**src/rtl/bcd_to_binary_seq.sv**
```systemverilog
// bcd_to_binary_seq: iterative BCD-to-two's-complement converter, one digit per clock, MSD first
//   clk    : system clock
//   rst_n  : synchronous active-low reset
//   start  : request conversion (accepted only when idle)
//   bcd_in : NDIG packed BCD digits, digit NDIG-1 most significant
//   neg_in : result is negative
//   value  : converted result, held until next completion
//   done   : one-cycle pulse when value/err update
//   busy   : conversion in progress
//   err    : last conversion saw a digit above 9
module bcd_to_binary_seq #(
  parameter int NDIG = 8,
  parameter int W    = 32
) (
  input  logic              clk,
  input  logic              rst_n,
  input  logic              start,
  input  logic [4*NDIG-1:0] bcd_in,
  input  logic              neg_in,
  output logic [W-1:0]      value,
  output logic              done,
  output logic              busy,
  output logic              err
);
  localparam int CW = $clog2(NDIG) + 1;
  typedef enum logic [1:0] {IDLE, CONV, FINISH} state_t;
  state_t            state;
  logic [4*NDIG-1:0] sr;
  logic [W-1:0]      acc;
  logic [CW-1:0]     cnt;
  logic              neg, bad;
  logic [3:0]        d;
  assign d = sr[4*NDIG-1 -: 4];
  always_ff @(posedge clk) begin
    if (!rst_n) begin
      state <= IDLE;
      sr    <= '0;
      acc   <= '0;
      cnt   <= '0;
      neg   <= 1'b0;
      bad   <= 1'b0;
      value <= '0;
      done  <= 1'b0;
      busy  <= 1'b0;
      err   <= 1'b0;
    end else begin
      done <= 1'b0;
      case (state)
        IDLE: if (start) begin
          sr    <= bcd_in;
          neg   <= neg_in;
          acc   <= '0;
          cnt   <= '0;
          bad   <= 1'b0;
          busy  <= 1'b1;
          state <= CONV;
        end
        CONV: begin
          // acc*10 + d as two shifts and an add
          acc   <= (acc << 3) + (acc << 1) + W'(d);
          bad   <= bad | (d > 4'd9);
          sr    <= sr << 4;
          cnt   <= cnt + 1'b1;
          state <= (cnt == CW'(NDIG - 1)) ? FINISH : CONV;
        end
        FINISH: begin
          value <= bad ? '0 : (neg ? -acc : acc);
          err   <= bad;
          done  <= 1'b1;
          busy  <= 1'b0;
          state <= IDLE;
        end
        default: state <= IDLE;
      endcase
    end
  end
endmodule

```
**config.mk**
```make
export PLATFORM = sky130hd
export DESIGN_NAME = bcd_to_binary_seq
export DESIGN_NICKNAME = d
export VERILOG_FILES = /design/src/rtl/bcd_to_binary_seq.sv
export SDC_FILE = /design/constraint.sdc
export NUM_CORES = 1
export LEC_CHECK = 0
export CAP_MARGIN = 20
export CORE_MARGIN = 2
export CORE_UTILIZATION = 55
export DETAILED_ROUTE_END_ITERATION = 8
export GPL_ROUTABILITY_DRIVEN = 0
export PLACE_DENSITY = 0.78
export SKIP_LAST_GASP = 1
export SYNTH_ARGS = -nofsm -noshare
export SYNTH_HDL_FRONTEND = slang
export SYNTH_SLANG_ARGS = --single-unit
```
**constraint.sdc**
```tcl
create_clock -name clk -period 3.9 [get_ports clk]
set_clock_uncertainty 0.2 [all_clocks]
set_input_delay 0.39 -clock clk [delete_from_list [all_inputs] [get_ports clk]]
set_output_delay 0.39 -clock clk [all_outputs]
set_load 0.05 [all_outputs]
```
Yosys cells after proc, flatten, opt, wreduce, memory -nomap -nowiden
Index checks and enable logic that the tools add are counted.

Register bits: 107. Input bits: 36. Output and inout bits: 35.

Add/sub/neg operators: 4. Order comparisons: 1. Equality and inequality tests: 4. Multiplexer cells: 16. Bitwise operators: 1. Reduce and logical (&&, ||, !) cells: 6.

Operator list (count): 32-bit 2-to-1 mux (4); 32-bit case mux with 2 select lines (2); 32-bit adder (1); 32-bit by 4-bit adder with 32-bit output (1); 32-bit negation (1); 4-bit case mux with 2 select lines (1); 2-bit AND reduction (3); 4-bit by 1-bit adder with 4-bit output (second input constant) (1); 4-bit by 3-bit == test with 1-bit output (second input constant) (1); 4-bit greater-than comparator (second input constant) (1); 2-bit 2-to-1 mux (2); 4-bit 2-to-1 mux (1); 1-bit case mux with 2 select lines (2); 2-bit case mux with 2 select lines (1); 2-bit nonzero test (2); 1-bit 2-to-1 mux (3); 2-bit by 1-bit == test with 1-bit output (second input constant) (1); 2-bit == test (second input constant) (1); 2-bit logical NOT (1); 2-bit inequality test (second input constant) (1); 1-bit OR (1).

Longest topological paths before layout
Gate-level depths: netlist (run 1).

Depth after elaboration: 3. Gate-level depth with buffers: 11.

Worst setup path before layout (run 1)
OpenSTA, ideal clock, no wires.

Path type: reg-to-reg. From: reg acc[2]. To: reg acc[30]. Setup time: 141 ps. Arrival time: 3005 ps. Data required time: 3559 ps. Setup slack: 554 ps. Cell stages (with the launch flop): 12. Path buffers: 0. Clock period less this slack: 3346 ps. Cell sequence: dfxtp_1 -> inv_1 -> fa_1 -> inv_1 -> fa_1 -> a21oi_1 -> o211ai_1 -> a211oi_1 -> o31ai_1 -> a311oi_1 -> o21a_1 -> o311ai_0.

Cells in the longest elaborated chain, start to end: 3.

Ends and longest elaborated chain: from (decl) (RTL line 29) `logic [W-1:0] acc;`; from (signal assigned) (RTL line 60) `acc <= (acc << 3) + (acc << 1) + W'(d);`; 32-bit adder (RTL line 60); 32-bit by 4-bit adder with 32-bit output (RTL line 60); 32-bit case mux with 2 select lines (RTL line 48) `case (state)`.

No other way between the ends. A chain may end at the register's enable or synchronous reset.

Final worst setup path (run 1)
From: reg acc[0]. To: reg acc[30].

The elaborated chain is that of the path after synthesis.

==> impl_metrics.ini, run 1 <==
[yosys]
synth_edf_count = 0
yosysSeqAreaShare_pct = 32.98
synth_seq_cells = 107
syn_inst = 786
synth-main-ff-cell = dfxtp_1
ys.warnings.count = 0
async_flop_share_pct = 0
syn-cell-area_um2 = 6495
syn-mean-instance-area_um2 = 8.263
yosysUniqueCellTypes = 54
synth.net_count = 884

[clock_network]
cts_inserted_buffers = 9
cts_setup_buffers = 0
cts_num_sinks = 107
cts_max_level = 3
cts_root_buffer = clkbuf_16
insertion_delay_ps = 360
postCtsHoldBufs = 0
clockBufferDepth = 2
tritoncts = yes
clk_pin_slew_ps = 70

[sta]
final-max-slew-violation-count = 0
fin_crit_ps = 3535
rsz0062_at_grt = no
finalSetupViolations = 0
tns_ps = 0
finalCritPeriodShare_pct = 90.63
max_freq_mhz = 282.9
hold_viol = 0
hold_ws_ps = 247.1
slew_headroom_pct = 46.52
worst_slew_pin_slew_ps = 799.3

[worst_hold_path]
hold_class = flip-flop to flip-flop

[critical_path]
end_kind = flip-flop
cp.required_ps = 3930
crit_arrival_ps = 3560
cp-start-kind = flip-flop
crit_path_max_fanout = 5
critPathKind = flip-flop to flip-flop

[status]
outcome = completed

[finish]
stdcell_count = 984
n_antenna_cell = 0
final_cell_mix = dfxtp_1 (107), nand2_1 (94), nor2_1 (85), clkdlybuf4s50_1 (70), o21ai_0 (61)
syn2layout_area_growth_pct = 16.97
nFillCells = 940
utilization_pct = 66.25
layout_commonest_cell = dfxtp_1
final_layout_size_suffix_gt1_share_pct = 7.491
fin_nets = 934

[grt]
grt_max_degree = 37
track_usage_pct = 25.70
grt_pass1_vias = 5655
antenna_found_initial = 0
grt_overflow_total = 0
grt_pass1_wl_um = 26840

[pwr]
p_switching_mw = 0.6073
clockPowerShare_pct = 37.6
power.leakage_nw = 3.340
sw_frac_of_total_pct = 26.26
internal-power_mw = 1.705
vdd_drop_max_mv = 0.3205
p_comb_share_pct = 12.4
pwr-share-seq_pct = 49.9
power.density_nw_per_um2 = 304.4

[route]
first_iter_violations = 379
dr.pass1.iters = 5
drc_errors = 0
ant_nets = 0
vias = 5889
post_drt_wl_per_cell_um = 16.30
wl_um = 16040
avgViaCountPerCell = 5.985

[floorplanning]
core-area_um2 = 11470
dieArea_um2 = 12690
die_h_um = 112.7
ios = 71
rows = 39
die_x_um = 112.7
start_util_pct = 56.64

[place]
hpwlAfterDp_um = 11560
port_buffers = 70
dp_cells = 968

[flow_run]
cap_violations = 0
-- layer usage --
metal | track usage, % | routed length (µm)
met1 | 34.16 | 7283
met3 | 5.400 | 905
met4 | 8.374 | 308
met5 | 0 | 0
met2 | 41.84 | 7542
-- power by group through the flow --
stage	clock (mW)	combinational (mW)	sequential, mW
floorplan	0	0.189	1.17
CTS	0.883	0.286	1.15
detailed placement	0	0.283	1.18
global placement	0	0.278	1.18
global route	0.924	0.317	1.16
finish	0.870	0.288	1.15
-- through the flow --
stage | worst slack, ps | power (mW) | cell area (µm²)
2_1_floorplan | 554.2 | 1.362 | 6495
3_3_place_gp | 281.5 | 1.456 | 7308
3_5_place_dp | 166.5 | 1.462 | 7308
4_1_cts | 149.1 | 2.323 | 7586
5_1_grt | 102.2 | 2.400 | 7597
6_report | 365.5 | 2.312 | 7597
-- cell type report --
class	count	area [µm²]	share of cell area (%)
clock buffer	10	239.0	3.146
inverter	9	33.78	0.4447
timing repair buffer	83	798.3	10.51
sequential	107	2142	28.19
clock inverter	6	38.79	0.5105
multi-input combinational	626	4167	54.84
tap	143	178.9	2.355
-- flip-flops by register name (all words and copies together), names as in the netlist, 2 cells and up --
| signal | flops |
|---|---|
| state | 2 |
| acc | 32 |
| sr | 32 |
| value | 32 |
| cnt | 4 |
-- what timing repair did --
item,4_1_cts,5_1_grt
setup endpoints to repair,0,2
resized for setup,0,2
hold endpoints to repair,0,0
-- critical path: stages, from the launching register on --
cell	delay [ps]
dfxtp_1	420
inv_1	120
fa_1	510
inv_1	70
fa_1	450
a21oi_1	250
o211ai_1	200
a211oi_2	290
o31ai_1	190
a311oi_2	400
o21a_1	180
o311ai_0	110
-- final timing paths --
check,startpoint,end,slack [ps],depth (start not counted)
max reg2reg,acc[0],acc[30],370,11
min reg2reg,value[31],value[31],250,2
max,acc[0],acc[30],370,11
min,value[31],value[31],250,2
-- Yosys cell counts, types with 10 or more instances --
master / count / area [µm²]
xnor2_1: 19 / 166.4
xor2_1: 36 / 315.3
o31ai_1: 10 / 75.07
nor2b_1: 21 / 131.4
dfxtp_1: 107 / 2142
o21ai_0: 61 / 305.3
a21o_1: 15 / 112.6
a22oi_1: 24 / 180.2
nor2_1: 86 / 322.8
nand2_1: 94 / 352.8
nand3_1: 13 / 65.06
a21oi_1: 51 / 255.2
clkbuf_1: 40 / 150.1
o221a_2: 17 / 191.4
ha_1: 60 / 750.7
-- kinds of logic (layout without fill, tap and decap cells) --
family                     after synthesis  after routing  synth area share (%)
adders and majority gates               62             62                 12.17
DFF                                    107            107                 32.98
buffers and inverters                   53            108                 3.082
xor gates and xnor gates                55             55                 7.417
muxes                                    4              4                0.6165
and+or+nand+nor                        270            270                 18.92
AOI/OAI and AO/OA                      235            235                 24.81
Note: power is estimated with default switching activity, not from simulation.
==> inputs of run 2 (changes only) <==
--- a/config.mk
+++ b/config.mk
@@ -7,10 +7,11 @@
 export LEC_CHECK = 0
 export CAP_MARGIN = 20
 export CORE_MARGIN = 2
-export CORE_UTILIZATION = 55
+export CORE_UTILIZATION = 45
 export DETAILED_ROUTE_END_ITERATION = 8
 export GPL_ROUTABILITY_DRIVEN = 0
-export PLACE_DENSITY = 0.78
+export PLACE_DENSITY = 0.66
+export RECOVER_POWER = 25
 export SKIP_LAST_GASP = 1
 export SYNTH_ARGS = -nofsm -noshare
 export SYNTH_HDL_FRONTEND = slang
==> run 2 against run 1 <==
Global-route usage decreased by 3.4 points. Cell count increased by 3.9%. Cell area up 0.99%. Clock power is 13% higher. Total power grew 5.3%. Utilization down 11 points. Critical path type unchanged. Critical endpoint unchanged.
==> impl_metrics.ini, run 2 (synthesized netlist as in run 1, its figures left out) <==
[clock_network]
cts_root_buffer = clkbuf_16
insertion_delay_ps = 360
cts_max_level = 3
cts_inserted_buffers = 9
cts_num_sinks = 107
clk_pin_slew_ps = 70
clockBufferDepth = 2
tritoncts = yes

[critical_path]
crit_end = acc[30]
cp_top_family = compound AO/OA/AOI/OAI gates
max_stage_delay_ps = 510
crit_path_max_fanout = 5
path_cells = inv_1 -> fa_1 -> inv_1 -> fa_1 -> a21oi_1 -> o211ai_1 -> a211oi_1 -> o31ai_1 -> a311oi_2 -> o21a_1 -> o311ai_0
cp-startpoint = acc[0]
cp.required_ps = 3930
reg2reg_depth = 11
cp_num_cells = 11
rr_endpoint = acc[30]
cp-start-kind = flip-flop
rrSetupSlack_ps = 280
end_kind = flip-flop
critPathSlowestCell = fa_1
crit_arrival_ps = 3650
critPathKind = flip-flop to flip-flop
reg2reg_from = acc[0]
path_buf_inv = 2

[grt]
track_usage_pct = 22.26
grt_pass1_vias = 5692
grt_overflow_total = 0
grt_max_degree = 41
grt_pass1_wl_um = 27220
antenna_found_initial = 0

[finish]
utilization_pct = 54.85
multi_input_area_um2 = 4161
n_antenna_cell = 0
layout_commonest_cell = dfxtp_1
final-seq-area_um2 = 2142
final_cell_mix = dfxtp_1 (107), nand2_1 (94), nor2_1 (85), clkdlybuf4s50_1 (70), o21ai_0 (61)
final_layout_size_suffix_gt1_share_pct = 6.770
reg_top3 = acc x32, sr x32, value x32
nFillCells = 1306
syn2layout_area_growth_pct = 18.13
fin_nets = 935

[worst_hold_path]
hold_depth = 2
hp-start = value[31]
hold_class = flip-flop to flip-flop

[sta]
slew_headroom_pct = 2.074
max_freq_mhz = 276.5
final-max-slew-violation-count = 0
rsz0062_at_grt = no
hold_viol = 0
finalSetupViolations = 0
worst_slew_pin_slew_ps = 1469
tns_ps = 0
fin_crit_ps = 3616
finalCritPeriodShare_pct = 92.73

[place]
hpwlAfterDp_um = 12140
port_buffers = 70

[floorplanning]
die_x_um = 124.1
dieArea_um2 = 15410
core-area_um2 = 13990
start_util_pct = 46.43
die_h_um = 124.1
rows = 43
ios = 71

[route]
post_drt_wl_per_cell_um = 16.33
avgViaCountPerCell = 5.731
drc_errors = 0
dr.pass1.iters = 4
vias = 5857
first_iter_violations = 345
wl_um = 16690
ant_nets = 0

[pwr]
p_switching_mw = 0.6101
internal-power_mw = 1.825
sw_frac_of_total_pct = 25.06
clockPowerShare_pct = 40.5
power.leakage_nw = 3.347
vdd_drop_max_mv = 0.1887
pwr-share-seq_pct = 47.5
p_comb_share_pct = 12.0
power.density_nw_per_um2 = 317.4

[status]
outcome = completed

[flow_run]
cap_violations = 0
[run 2: cell count changes in the layout (fill, tap and decap cells not counted), moves of 2 or more]
cell	delta
clkbuf_1	+5
buf_4	-3
bufinv_16	+2
clkinv_2	-3
[run 2: stage by stage]
| step | cells | total power [mW] | worst slack, ps | instance area, µm² | hold slack (ps) |
|---|---|---|---|---|---|
| final | 1022 | 2.435 | 283.5 | 7672 | 248.2 |
| after global routing | 1022 | 2.529 | 9.747 | 7672 | 283.7 |
| after CTS | 1022 | 2.454 | 196.6 | 7680 | 254.5 |
| after detailed placement | 1006 | 1.472 | 210.6 | 7362 | 244.8 |
| after global placement | 1006 | 1.467 | 290.9 | 7362 | 240.1 |
| after floorplan | 786 | 1.362 | 554.2 | 6495 | 236.0 |
[run 2: per-layer routing]
metal	up-vias	wire, µm	track usage [%]	part of all wire [%]
met1	2760	7466	28.05	45
met5	-	0	0	0
met2	131	7984	36.99	48
met3	32	806	4.853	4.8
li1	2934	-	-	-
met4	0	427	8.778	2.6
[run 2: final cells by class]
class                           instances  share of cell area [%]
Sequential cell                       107                   27.92
Timing Repair Buffer                   84                   10.32
Clock buffer                           11                   3.033
Multi-Input combinational cell        626                   54.24
Inverter                                9                  0.4403
Tap cell                              180                   2.935
Clock inverter                          5                   1.109
[run 2: power by group through the flow]
stage | clock network, mW | logic, mW | registers, mW
floorplan | 0 | 0.189 | 1.17
global placement | 0 | 0.289 | 1.18
detailed placement | 0 | 0.292 | 1.18
CTS | 1.00 | 0.295 | 1.15
global route | 1.05 | 0.325 | 1.16
finish | 0.986 | 0.293 | 1.16
[run 2: worst min-delay path by stage]
stage / endpoint / slack, ps
after floorplan: state[1] / 240
after global placement: value[28] / 240
after detailed placement: value[31] / 240
after CTS: value[31] / 250
after global routing: value[29] / 280
final: value[31] / 250
[run 2: repair_timing]
action	CTS	global route
hold buffers	0	0
setup buffers	0	0
gates resized for setup	0	1
endpoints found under the setup margin	0	2
[run 2: tightest hold or removal path: cells and delay by family, from the launching register on]
| kind | cells | cell delay, ps |
|---|---|---|
| flip-flops | 1 | 310 |
| AO/OA/AOI/OAI | 1 | 50 |
| AND/OR/NAND/NOR | 1 | 50 |
==> inputs of run 3 (changes only) <==
--- a/config.mk
+++ b/config.mk
@@ -12,7 +12,6 @@
 export GPL_ROUTABILITY_DRIVEN = 0
 export PLACE_DENSITY = 0.66
 export RECOVER_POWER = 25
-export SKIP_LAST_GASP = 1
 export SYNTH_ARGS = -nofsm -noshare
 export SYNTH_HDL_FRONTEND = slang
 export SYNTH_SLANG_ARGS = --single-unit
==> results of run 3 <==
No change in the layout: final DEF, timing and power equal those of run 2.
